### config.mk
export PLATFORM = sky130hd
export DESIGN_NAME = uc_arbiter_flat
export DESIGN_NICKNAME = d
export VERILOG_FILES = /design/src/rtl/uc_arbiter_if.sv /design/src/rtl/uc_arbiter.sv /design/src/flat_wrapper.sv
export SDC_FILE = /design/constraint.sdc
export NUM_CORES = 1
export LEC_CHECK = 0
export BUFFER_PORTS_ARGS = -buffer_cell sky130_fd_sc_hd__buf_2
export CORE_ASPECT_RATIO = 1.25
export CORE_MARGIN = 2
export CORE_UTILIZATION = 41
export DETAILED_ROUTE_END_ITERATION = 7
export PLACE_DENSITY = 0.81
export SYNTH_ARGS = -nofsm -noshare
export SYNTH_HDL_FRONTEND = slang
export SYNTH_SLANG_ARGS = --single-unit
### constraint.sdc
create_clock -name clk -period 2.42 [get_ports clk]
set_clock_uncertainty 0.1 [all_clocks]
set_input_delay 0.242 -clock clk [delete_from_list [all_inputs] [get_ports clk]]
set_output_delay 0.242 -clock clk [all_outputs]
set_load 0.02 [all_outputs]
### src/rtl/uc_arbiter_if.sv
// Bundle between the unit clause arbiter, the process engines and their unit clause queues.
// The master side is the engines plus ucqs; the slave side is the arbiter.
interface uc_arbiter_if #(
  parameter int NUM_ENG   = 4,
  parameter int UC_LENGTH = 512
);
  localparam int LIT_W = $clog2(UC_LENGTH);

  logic [NUM_ENG-1:0]            eng2uca_valid;
  logic [NUM_ENG-1:0][LIT_W-1:0] eng2uca_lit;
  logic [NUM_ENG-1:0]            uca2eng_ready;
  logic [NUM_ENG-1:0]            ucq_full;
  logic                          uca2ucq_push;
  logic [LIT_W-1:0]              uca2ucq;

  modport master (
    output eng2uca_valid, eng2uca_lit, ucq_full,
    input  uca2eng_ready, uca2ucq_push, uca2ucq
  );

  modport slave (
    input  eng2uca_valid, eng2uca_lit, ucq_full,
    output uca2eng_ready, uca2ucq_push, uca2ucq
  );
endinterface

### src/rtl/uc_arbiter.sv
// Unit clause arbiter: round-robin collection of engine literals, broadcast all-or-nothing to every ucq.
// Optional feature: define UCA_DEDUP_EN to drop a literal equal to the previously accepted one.
module uc_arbiter #(
  parameter int NUM_ENG   = 4,
  parameter int UC_LENGTH = 512
) (
  input  logic        clk,
  input  logic        rst,
  input  logic        flush,
  uc_arbiter_if.slave bus
);
  localparam int LIT_W = $clog2(UC_LENGTH);
  localparam int RR_W  = (NUM_ENG > 1) ? $clog2(NUM_ENG) : 1;

  logic             hold_v_reg, hold_v_next;
  logic [LIT_W-1:0] hold_lit_reg, hold_lit_next;
  logic [RR_W-1:0]  rr_reg, rr_next;

  logic             can_push;
  logic             stage_free;
  logic             any_valid;
  logic             accept;
  logic             dup;
  logic             stage_new;
  logic [RR_W-1:0]  grant;
  logic [LIT_W-1:0] acc_lit;

  // A push requires every ucq to have room, so the queues never diverge.
  assign can_push   = hold_v_reg & ~|bus.ucq_full & ~flush & ~rst;
  assign stage_free = ~hold_v_reg | can_push;

  // Rotating priority search starting at rr, wrapping modulo NUM_ENG.
  always_comb begin
    int idx;
    grant     = rr_reg;
    any_valid = 1'b0;
    idx       = 0;
    for (int k = 0; k < NUM_ENG; k++) begin
      idx = int'(rr_reg) + k;
      if (idx >= NUM_ENG) idx = idx - NUM_ENG;
      if (!any_valid && bus.eng2uca_valid[idx]) begin
        any_valid = 1'b1;
        grant     = RR_W'(idx);
      end
    end
  end

  assign accept  = any_valid & stage_free & ~flush & ~rst;
  assign acc_lit = bus.eng2uca_lit[grant];

  generate
    for (genvar gi = 0; gi < NUM_ENG; gi++) begin : g_ready
      assign bus.uca2eng_ready[gi] = accept & (grant == RR_W'(gi));
    end
  endgenerate

`ifdef UCA_DEDUP_EN
  logic             last_v_reg, last_v_next;
  logic [LIT_W-1:0] last_lit_reg, last_lit_next;

  assign dup = last_v_reg & (acc_lit == last_lit_reg);

  always_comb begin
    last_v_next   = last_v_reg;
    last_lit_next = last_lit_reg;
    if (flush) begin
      last_v_next = 1'b0;
    end else if (accept) begin
      last_v_next   = 1'b1;
      last_lit_next = acc_lit;
    end
  end

  always_ff @(posedge clk) begin
    if (rst) begin
      last_v_reg   <= 1'b0;
      last_lit_reg <= '0;
    end else begin
      last_v_reg   <= last_v_next;
      last_lit_reg <= last_lit_next;
    end
  end
`else
  assign dup = 1'b0;
`endif

  // A duplicate is consumed from the engine but never reaches the stage.
  assign stage_new = accept & ~dup;

  always_comb begin
    hold_v_next   = hold_v_reg;
    hold_lit_next = hold_lit_reg;
    rr_next       = rr_reg;
    if (flush) begin
      hold_v_next = 1'b0;
    end else begin
      if (can_push) hold_v_next = 1'b0;
      if (stage_new) begin
        hold_v_next   = 1'b1;
        hold_lit_next = acc_lit;
      end
      if (accept) begin
        rr_next = (grant == RR_W'(NUM_ENG - 1)) ? '0 : grant + RR_W'(1);
      end
    end
  end

  always_ff @(posedge clk) begin
    if (rst) begin
      hold_v_reg   <= 1'b0;
      hold_lit_reg <= '0;
      rr_reg       <= '0;
    end else begin
      hold_v_reg   <= hold_v_next;
      hold_lit_reg <= hold_lit_next;
      rr_reg       <= rr_next;
    end
  end

  assign bus.uca2ucq_push = can_push;
  assign bus.uca2ucq      = hold_lit_reg;
endmodule

### src/flat_wrapper.sv
// flat-port wrapper written by rule: the top's interface ports become plain ports
module uc_arbiter_flat 
#(
  parameter int NUM_ENG   = 4,
  parameter int UC_LENGTH = 512
)
  (clk, rst, flush, bus_eng2uca_valid, bus_eng2uca_lit, bus_ucq_full, bus_uca2eng_ready, bus_uca2ucq_push, bus_uca2ucq);
  uc_arbiter_if #(.NUM_ENG(NUM_ENG), .UC_LENGTH(UC_LENGTH)) bus_i ();
  input  logic clk;
  input  logic rst;
  input  logic flush;
  input wire logic [$bits(bus_i.eng2uca_valid)-1:0] bus_eng2uca_valid;
  input wire logic [$bits(bus_i.eng2uca_lit)-1:0] bus_eng2uca_lit;
  input wire logic [$bits(bus_i.ucq_full)-1:0] bus_ucq_full;
  output wire logic [$bits(bus_i.uca2eng_ready)-1:0] bus_uca2eng_ready;
  output wire logic [$bits(bus_i.uca2ucq_push)-1:0] bus_uca2ucq_push;
  output wire logic [$bits(bus_i.uca2ucq)-1:0] bus_uca2ucq;
  assign bus_i.eng2uca_valid = bus_eng2uca_valid;
  assign bus_i.eng2uca_lit = bus_eng2uca_lit;
  assign bus_i.ucq_full = bus_ucq_full;
  assign bus_uca2eng_ready = bus_i.uca2eng_ready;
  assign bus_uca2ucq_push = bus_i.uca2ucq_push;
  assign bus_uca2ucq = bus_i.uca2ucq;
  uc_arbiter #(.NUM_ENG(NUM_ENG), .UC_LENGTH(UC_LENGTH)) u_core (.clk(clk), .rst(rst), .flush(flush), .bus(bus_i));
endmodule
==> flow_summary.json, run 1 <==
{
  "ff_latch_area_um2": 241.5,
  "start_util_pct": 42.97,
  "numCtsBuffers": 3,
  "post-cts-setup-buffers": 0,
  "cts.sinks": 12,
  "row_count": 19,
  "final_nets": 208,
  "fin_setup_tns_ns": 0,
  "worstPathRequired_ns": 2.08,
  "synth.distinct_cells": 27,
  "place_ws_ns": 0.2882,
  "power.total_mw": 0.6122,
  "synthesis.area_um2": 929.6,
  "dp.cells": 183,
  "multi_input_area_um2": 630.6,
  "fmax_mhz": 429.7,
  "fin_util_pct": 59.80,
  "fin_cells": 187,
  "dieArea_mm2": 0.002667,
  "worst-setup-path-type": "flop to primary output",
  "post-route-period-util_pct": 96.16,
  "switching_power_mw": 0.1992,
  "fillers": 187,
  "worstMarginPinSlew_ns": 0.5139,
  "postPlaceCellArea_mm2": 0.001244,
  "fin_crit_ns": 2.327,
  "grt_pass1_wl_um": 3933,
  "p_per_area_mw_per_mm2": 473.2,
  "avgSynthCellArea_um2": 9.890,
  "seqPwrFrac_pct": 37.7,
  "die_w_um": 46.59,
  "critical_path.max_fanout": 8,
  "vdd_drop_max_mv": 0.3369,
  "groute.usage.overall_pct": 20.20,
  "first_iter_violations": 30,
  "grt_antenna_before_repair": 0,
  "syn_nets": 145,
  "run_status": "finished, final reports clean",
  "vias": 968,
  "dp_hpwl_um": 1964,
  "die_y_um": 57.24,
  "core-area_mm2": 0.002163,
  "vias_per_cell": 5.176,
  "synth.area.top_cells": "dfxtp_1 (26%), mux2i_1 (19%), o221ai_2 (15%)",
  "post_drt_wl_per_cell_um": 13.14,
  "synth_seq_cells": 12,
  "grt_max_degree": 14,
  "drc": 0,
  "drv_slew": 0,
  "cts_buffer_depth": 2,
  "clockRootBuffer": "clkbuf_4",
  "drive_gt1_share_pct": 51.28,
  "firstDrtPassIters": 4,
  "p_comb_share_pct": 35.7,
  "fin_ws_ns": 0.09284,
  "synth.yosys.seq_area_share_pct": 25.84,
  "synthCells": 94,
  "max-cap-violations": 0,
  "diodes": 0,
  "wl_um": 2458,
  "design_area_mm2": 0.001294,
  "hold_ws_ns": 0.1533,
  "synth_top_cell_area_share_pct": 25.84,
  "ys_warn_count": 0,
  "clkLatencyLatePin_ns": 0.28,
  "setup-violations-final": 0,
  "critPathCaptureType": "primary output",
  "cellLeakagePower_nw": 0.6280,
  "clock_power_share_pct": 26.6,
  "cts_tree": "done",
  "arrival_ns": 1.99,
  "holdCritPathClass": "primary input to flop",
  "hold_violations": 0,
  "io_pins": 61,
  "p_sw_share_pct": 32.54,
  "h-tree-depth": 1,
  "grt_pass1_vias": 958,
  "rsz0062_at_grt": "false",
  "internal_power_mw": 0.4130,
  "yosysTopAreaCell": "dfxtp_1",
  "gp_congestion": 0.7503,
  "numPortBuffers": 60,
  "gr-total-overflow": 0,
  "slew_headroom_pct": 65.66,
  "critPathLaunchType": "flop",
  "area_growth_pct": 39.17,
  "ant_nets": 0,
  "cts.clk_slew.worst_paths_ns": 0.08,
  "largest_register_ffs": 9
}
==> routing by layer <==
layer / share of wire, % / vias to the layer above / GRT usage, %
li1: - / 481 / -
met1: 36 / 445 / 22.20
met2: 56 / 34 / 35.52
met3: 4.6 / 8 / 3.481
met4: 2.8 / 0 / 9.796
met5: 0 / - / 0
==> power by group through the flow <==
stage               registers (mW)  logic, mW  clock network [mW]
detailed placement           0.235      0.216                   0
CTS                          0.230      0.218               0.164
floorplan                    0.255      0.125                   0
finish                       0.231      0.219               0.163
global placement             0.234      0.210                   0
global route                 0.233      0.239               0.174
==> worst max-delay path, cell delays in order (launching register included) <==
cell and delay (ns):
dfxtp_2 0.36, and2b_1 0.19, or4_4 0.50, nand2_2 0.11
buf_8 0.14, ha_1 0.13, and3_1 0.14, buf_4 0.14
==> synth_stat cells <==
library cell and n:
and2b_2 1, o21ai_0 2, nand2_1 6, a21boi_0 1, o221ai_1 1, or4_4 1
o221ai_2 9, nor2_1 2, a21oi_1 4, and3b_1 1, and2b_1 1, nand2_2 1
buf_12 1, nor2b_1 1, clkbuf_1 2, nand2b_1 2, inv_1 3, nand3b_1 9
nor4_1 2, clkbuf_2 1, nor3_1 2, and2_1 1, mux2i_1 18, ha_1 4
and3_1 5, buf_8 1, dfxtp_1 12
==> kinds of logic after synthesis <==
family          after synthesis  synth area share [%]
compound gates               17                 19.52
fa+ha+maj                     4                 5.384
buf+inv                       8                 6.325
flops                        12                 25.84
mux                          18                 19.38
simple gates                 35                 23.55
==> worst paths after layout <==
check,startpoint,end,slack (ns),cells past startpoint
worst max-delay path,u_core.rr_reg[0],bus_uca2eng_ready[2],0.09,7
worst min-delay path,rst,u_core.rr_reg[0],0.15,2
worst max register to register,u_core.rr_reg[0],u_core.bus.uca2ucq[6],0.36,6
worst min register to register,u_core.rr_reg[0],u_core.rr_reg[0],0.39,2
==> placed cells by master (no fill, tap or decap) <==
cell and count:
buf_2 58, mux2i_1 18, dfxtp_1 11, nand3b_1 9
o221ai_2 9, nand2_1 6, and3_1 5, a21oi_1 4
ha_1 4, buf_4 4, inv_1 3, clkbuf_4 3
nor2_1 2, o21ai_0 2, nor3_1 2, nor4_1 2
nand2b_1 2, and2b_2 1, nor2b_1 1, o221ai_1 1
and2b_1 1, and3b_1 1, or4_4 1, nand2_2 1
and2_1 1, a21boi_0 1, clkbuf_8 1, buf_8 1
dfxtp_2 1
==> repair_timing <==
action / CTS / global route
setup endpoints to repair: 2 / 2
resized for setup: 1 / 4
hold endpoints to repair: 0 / 0
hold buffers: 0 / 0
==> cell type report <==
class                           instances  area share [%]
Multi-Input combinational cell         74           48.74
Timing Repair Buffer                   63           25.92
Sequential cell                        12           18.67
Tap cell                               31           2.998
Clock buffer                            4           2.805
Inverter                                3          0.8704
Note: power is estimated with default switching activity, not from simulation.
==> run 2, diff against run 1 <==
--- a/config.mk
+++ b/config.mk
@@ -5,12 +5,12 @@
 export SDC_FILE = /design/constraint.sdc
 export NUM_CORES = 1
 export LEC_CHECK = 0
-export BUFFER_PORTS_ARGS = -buffer_cell sky130_fd_sc_hd__buf_2
 export CORE_ASPECT_RATIO = 1.25
 export CORE_MARGIN = 2
-export CORE_UTILIZATION = 41
+export CORE_UTILIZATION = 55
 export DETAILED_ROUTE_END_ITERATION = 7
-export PLACE_DENSITY = 0.81
+export DONT_BUFFER_PORTS = 1
+export PLACE_DENSITY = 0.69
 export SYNTH_ARGS = -nofsm -noshare
 export SYNTH_HDL_FRONTEND = slang
 export SYNTH_SLANG_ARGS = --single-unit
==> run 2 against run 1 <==
Compared with the run above: sequential share of layout area increased by 6.0 points; die area decreased by 24%; sequential power increased by 10%; core utilization increased by 2.1 points; maximum frequency increased by 1.1%; register-to-register slack improved by 0.10 ns; hold slack got worse by 0.095 ns; design area decreased by 24%; highest routed layer is now met3; first-iteration DRC count decreased by 83%; clock-buffer cell count decreased by 1; via count decreased by 24%; global-route usage decreased by 1.4 points; largest power group unchanged.
==> flow_summary.json, run 2 (same netlist as run 1, synthesis figures left out) <==
{
  "vdd_drop_max_mv": 0.3012,
  "p_sw_share_pct": 32.68,
  "numCtsBuffers": 3,
  "critPathCaptureType": "primary output",
  "arrival_ns": 1.96,
  "critPathMaxStageDelay_ns": 0.55,
  "post-route-period-util_pct": 95.10,
  "holdCritPathClass": "primary input to flop",
  "cts_tree": "done",
  "numPortBuffers": 0,
  "core-area_mm2": 0.001582,
  "hold_violations": 0,
  "clock_power_share_pct": 22.9,
  "dp_hpwl_um": 1412,
  "clockRootBuffer": "clkbuf_4",
  "design_area_um2": 979.7,
  "io_pins": 61,
  "setup-violations-final": 0,
  "h-tree-depth": 1,
  "row_count": 16,
  "path_cells": "and2b_1 > or4_4 > nand2_8 > inv_1 > ha_1 > and3_1",
  "slew_headroom_pct": 59.72,
  "internal_power_mw": 0.3434,
  "fin_crit_ns": 2.301,
  "grt_max_degree": 13,
  "start_util_pct": 58.78,
  "first_iter_violations": 5,
  "firstDrtPassIters": 3,
  "seqPwrFrac_pct": 50.0,
  "clkLatencyLatePin_ns": 0.26,
  "fin_setup_tns_ns": 0,
  "final_common_cell": "mux2i_1",
  "fin_ws_ns": 0.1187,
  "area_growth_pct": 5.384,
  "post-cts-setup-buffers": 0,
  "die_y_um": 49.97,
  "postPlaceCellArea_um2": 932.1,
  "worstPathRequired_ns": 2.08,
  "dr_wl_met3_um": 138,
  "power.total_mw": 0.5100,
  "ant_nets": 0,
  "p_per_area_mw_per_mm2": 520.6,
  "mostFrequentLayoutCells": "mux2i_1 (18), dfxtp_1 (11), nand3b_1 (9), o221ai_2 (9), nand2_1 (6)",
  "largest_register_ffs": 9,
  "run_status": "finished, final reports clean",
  "groute.usage.overall_pct": 18.83,
  "rsz0062_at_grt": "false",
  "cts.clk_slew.worst_paths_ns": 0.07,
  "cellLeakagePower_nw": 0.3697,
  "wl_um": 1818,
  "place_ws_ns": 0.2194,
  "drv_slew": 0,
  "diodes": 0,
  "drive_gt1_share_pct": 18.95,
  "worstMarginPinSlew_ns": 0.5979,
  "fillers": 145,
  "grt_pass1_wl_um": 2677,
  "top_layer": "met3",
  "hold_ws_ns": 0.05802,
  "vias": 740,
  "worst-setup-path-type": "flop to primary output",
  "gp_congestion": 0.6725,
  "fmax_mhz": 434.5,
  "m1WireLength_um": 730,
  "critPathLaunchType": "flop",
  "cts.sinks": 12,
  "drc": 0,
  "die_w_um": 40.77,
  "crit_slowest_cell": "or4_4",
  "switching_power_mw": 0.1667,
  "post_drt_wl_per_cell_um": 16.09,
  "reg2reg_depth": 6,
  "max-cap-violations": 0,
  "wl_met2_um": 949,
  "dieArea_mm2": 0.002037,
  "min_path_cells": 2,
  "vias_per_cell": 6.549,
  "critical_path.max_fanout": 10,
  "r2r_slack_ns": 0.46,
  "p_comb_share_pct": 27.2,
  "cts_buffer_depth": 2,
  "grt_pass1_vias": 626,
  "final_nets": 148,
  "grt_antenna_before_repair": 0,
  "gr-total-overflow": 0
}
run 2: cell types whose count changed in the layout (fill, tap and decap cells not counted):
cell | previous run | this run
dlygate4sd3_1 | 0 | 1
nand2_2 | 1 | 0
buf_4 | 4 | 1
clkbuf_8 | 1 | 0
nand2_8 | 0 | 1
buf_8 | 1 | 0
buf_2 | 58 | 0
buf_12 | 0 | 1
run 2: final timing paths:
check / from / to
hold / removal: flush / u_core.hold_v_reg
setup reg to reg: u_core.rr_reg[0] / u_core.bus.uca2ucq[3]
hold reg to reg: u_core.rr_reg[0] / u_core.rr_reg[0]
setup / recovery: u_core.rr_reg[0] / bus_uca2eng_ready[0]
run 2: final cells by class:
class	count	area (um^2)	area share [%]
well taps	18	22.52	2.299
clock buffers	3	22.52	2.299
repair buffers	3	37.54	3.831
flip-flops and latches	12	241.5	24.65
multi-input cells	74	644.4	65.77
inverters	3	11.26	1.149
run 2: metrics by stage:
step | instances | util [%]
after floorplan | 94 | -
after global placement | 109 | 58.94
after detailed placement | 109 | 58.94
after CTS | 113 | 61.31
after global routing | 113 | 61.95
final | 113 | 61.95
run 2: power by group through the flow:
stage | clock network (mW) | logic [mW] | registers, mW
after CTS | 0.121 | 0.139 | 0.255
after detailed placement | 0 | 0.135 | 0.259
final | 0.117 | 0.139 | 0.255
after global placement | 0 | 0.130 | 0.259
after global routing | 0.134 | 0.153 | 0.258
after floorplan | 0 | 0.125 | 0.255
run 2: critical path, delay by kind of cell, from the launching register on:
family / cells / cell delay (ns)
flops: 1 / 0.35
buf+inv: 1 / 0.08
fa+ha+maj: 1 / 0.19
simple gates: 4 / 1.07
run 2: layer usage:
layer | up-vias | global-route usage, %
met2 | 34 | 30.42
met4 | 0 | 5.000
li1 | 364 | -
met1 | 342 | 23.94
met5 | - | 0
met3 | 0 | 4.505
run 2: timing repair:
| action | in CTS | in global routing |
|---|---|---|
| gates resized for setup | 1 | 2 |
| endpoints found under the setup margin | 3 | 2 |
| hold endpoints to repair | 2 | 0 |
| hold buffers | 1 | 0 |
==> run 3, diff against run 2 <==
--- a/config.mk
+++ b/config.mk
@@ -11,6 +11,8 @@
 export DETAILED_ROUTE_END_ITERATION = 7
 export DONT_BUFFER_PORTS = 1
 export PLACE_DENSITY = 0.69
+export REMOVE_ABC_BUFFERS = 1
+export SETUP_SLACK_MARGIN = 0.4
 export SYNTH_ARGS = -nofsm -noshare
 export SYNTH_HDL_FRONTEND = slang
 export SYNTH_SLANG_ARGS = --single-unit
==> run 3 against run 2 <==
Compared with the run above: sequential power hardly changed; via count is 3.4% higher; hold slack worse by 0.012 ns; cell count is 4.4% higher; clock power is 9% higher; critical path depth is 1 lower; die area stayed put.
==> flow_summary.json, run 3 (same netlist as run 1, synthesis figures left out) <==
{
  "run_status": "finished, final reports clean",
  "fin_util_pct": 72.15,
  "crit_slowest_cell": "or4_4",
  "min-delay-start": "flush",
  "fin_crit_ns": 2.183,
  "cts.sinks": 12,
  "clkLatencyLatePin_ns": 0.28,
  "p_per_area_mw_per_mm2": 502.5,
  "worstPathRequired_ns": 2.08,
  "drc": 0,
  "internal_power_mw": 0.3761,
  "grt_max_degree": 13,
  "critPathLaunchType": "flop",
  "diodes": 0,
  "cp_num_buf_inv": 0,
  "start_util_pct": 58.78,
  "clockRootBuffer": "clkbuf_4",
  "drive_gt1_share_pct": 42.00,
  "cts_tree": "done",
  "critPathMaxStageDelay_ns": 0.52,
  "cts_buffer_depth": 2,
  "reg2reg_depth": 7,
  "numPortBuffers": 0,
  "grt_antenna_before_repair": 0,
  "io_pins": 61,
  "vdd_drop_max_mv": 0.3272,
  "max-cap-violations": 0,
  "worstMarginPinSlew_ns": 0.6174,
  "firstDrtPassIters": 4,
  "seqPwrFrac_pct": 44.5,
  "grt_pass1_wl_um": 3194,
  "critical_path.max_fanout": 7,
  "min_path_cells": 2,
  "path_cells": "and3b_1 > or4_4 > nand2_8 > ha_1 > and3_4",
  "cpLargestDelayFamily": "simple AND/OR/NAND/NOR gates",
  "slew_headroom_pct": 58.52,
  "crit_cells": 5,
  "h-tree-depth": 1,
  "ant_nets": 0,
  "row_count": 16,
  "drv_slew": 0,
  "fmax_mhz": 458.2,
  "wl_um": 2294,
  "setup-violations-final": 0,
  "mostFrequentLayoutCells": "o221ai_2 (10), dfxtp_1 (10), mux2i_1 (9), nand3b_1 (9), mux2i_2 (7)",
  "switching_power_mw": 0.1973,
  "hold_ws_ns": 0.04571,
  "arrival_ns": 1.84,
  "dp_hpwl_um": 1499,
  "fillers": 130,
  "cellLeakagePower_nw": 0.3980,
  "fin_cells": 118,
  "critPathCaptureType": "primary output",
  "worst-setup-path-type": "flop to primary output",
  "dieArea_mm2": 0.002037,
  "reg2reg_from": "u_core.rr_reg[1]",
  "fin_setup_tns_ns": 0,
  "p_sw_share_pct": 34.41,
  "r2r_slack_ns": 0.37,
  "dp.cells": 109,
  "gp_congestion": 0.7115,
  "rr_endpoint": "u_core.bus.uca2ucq[3]",
  "die_y_um": 49.97,
  "first_iter_violations": 15,
  "endpoint": "bus_uca2eng_ready[3]",
  "post-route-period-util_pct": 90.19,
  "post_drt_wl_per_cell_um": 19.44,
  "gr-total-overflow": 0,
  "numCtsBuffers": 3,
  "core-area_mm2": 0.001582,
  "grt_pass1_vias": 695,
  "largest_register_ffs": 9,
  "groute.usage.overall_pct": 22.91,
  "die_w_um": 40.77,
  "holdCritPathClass": "primary input to flop",
  "rsz0062_at_grt": "true",
  "vias": 765,
  "cts.clk_slew.worst_paths_ns": 0.07,
  "area_growth_pct": 22.75,
  "clock_power_share_pct": 22.2,
  "final_nets": 153,
  "vias_per_cell": 6.483,
  "crit_start": "u_core.rr_reg[1]",
  "hold_violations": 0,
  "p_comb_share_pct": 33.4
}
-- run 3: changes by cell type in the layout (fill, tap and decap cells not counted), moves of 4 or more --
| cell | previous run | this run |
|---|---|---|
| buf_4 | 1 | 5 |
| mux2i_2 | 0 | 7 |
| mux2i_1 | 18 | 9 |
| and3_4 | 0 | 4 |
| and3_1 | 5 | 1 |
-- run 3: metal layers --
metal  track usage [%]  vias to the layer above  part of all wire [%]
met2             38.10                       34                    52
met4             8.333                        0                   1.5
li1                  -                      368                     -
met5                 0                        -                     0
met1             26.91                      358                    40
met3             5.405                        5                   6.0
-- run 3: final cells by class --
class / instances / area (um^2) / share of cell area (%)
flip-flops and latches: 12 / 242.7 / 21.27
repair buffers: 8 / 77.57 / 6.798
well taps: 18 / 22.52 / 1.974
clock buffers: 3 / 22.52 / 1.974
multi-input cells: 74 / 759.5 / 66.56
inverters: 3 / 16.27 / 1.425
-- run 3: how the worst min path moves through the flow --
stage                              to  slack (ns)
floorplan            u_core.rr_reg[0]        0.21
global placement     u_core.rr_reg[0]        0.21
detailed placement   u_core.rr_reg[0]        0.22
CTS                 u_core.hold_v_reg        0.05
global route        u_core.hold_v_reg        0.05
finish              u_core.hold_v_reg        0.05
-- run 3: power by group through the flow --
stage / combinational (mW) / clock [mW] / sequential, mW
floorplan: 0.110 / 0 / 0.255
global placement: 0.127 / 0 / 0.259
detailed placement: 0.131 / 0 / 0.259
CTS: 0.161 / 0.125 / 0.254
global route: 0.206 / 0.133 / 0.257
finish: 0.191 / 0.127 / 0.255
-- run 3: repair_timing --
item / in CTS / in global routing
hold buffers: 1 / 0
endpoints found under the hold margin: 2 / 0
pin swaps: 1 / 2
endpoints found under the setup margin: 11 / 11
setup buffers: 3 / 2
resized for setup: 23 / 15
-- run 3: per-stage QoR --
step,instance area (um^2),power (mW),worst slack [ns]
after floorplan,882.1,0.3645,0.1585
after global placement,919.6,0.3852,0.3509
after detailed placement,919.6,0.3902,0.2857
after CTS,1059,0.5411,0.2825
after global routing,1141,0.5964,0.2012
final,1141,0.5734,0.2373
-- run 3: worst reg2reg max path, delay by kind of cell (launching register included) --
family | cells | cell delay (ns)
flip-flops | 1 | 0.36
multiplexers | 1 | 0.24
AND/OR/NAND/NOR | 3 | 0.81
buffers and inverters | 2 | 0.30
AO/OA/AOI/OAI | 1 | 0.12
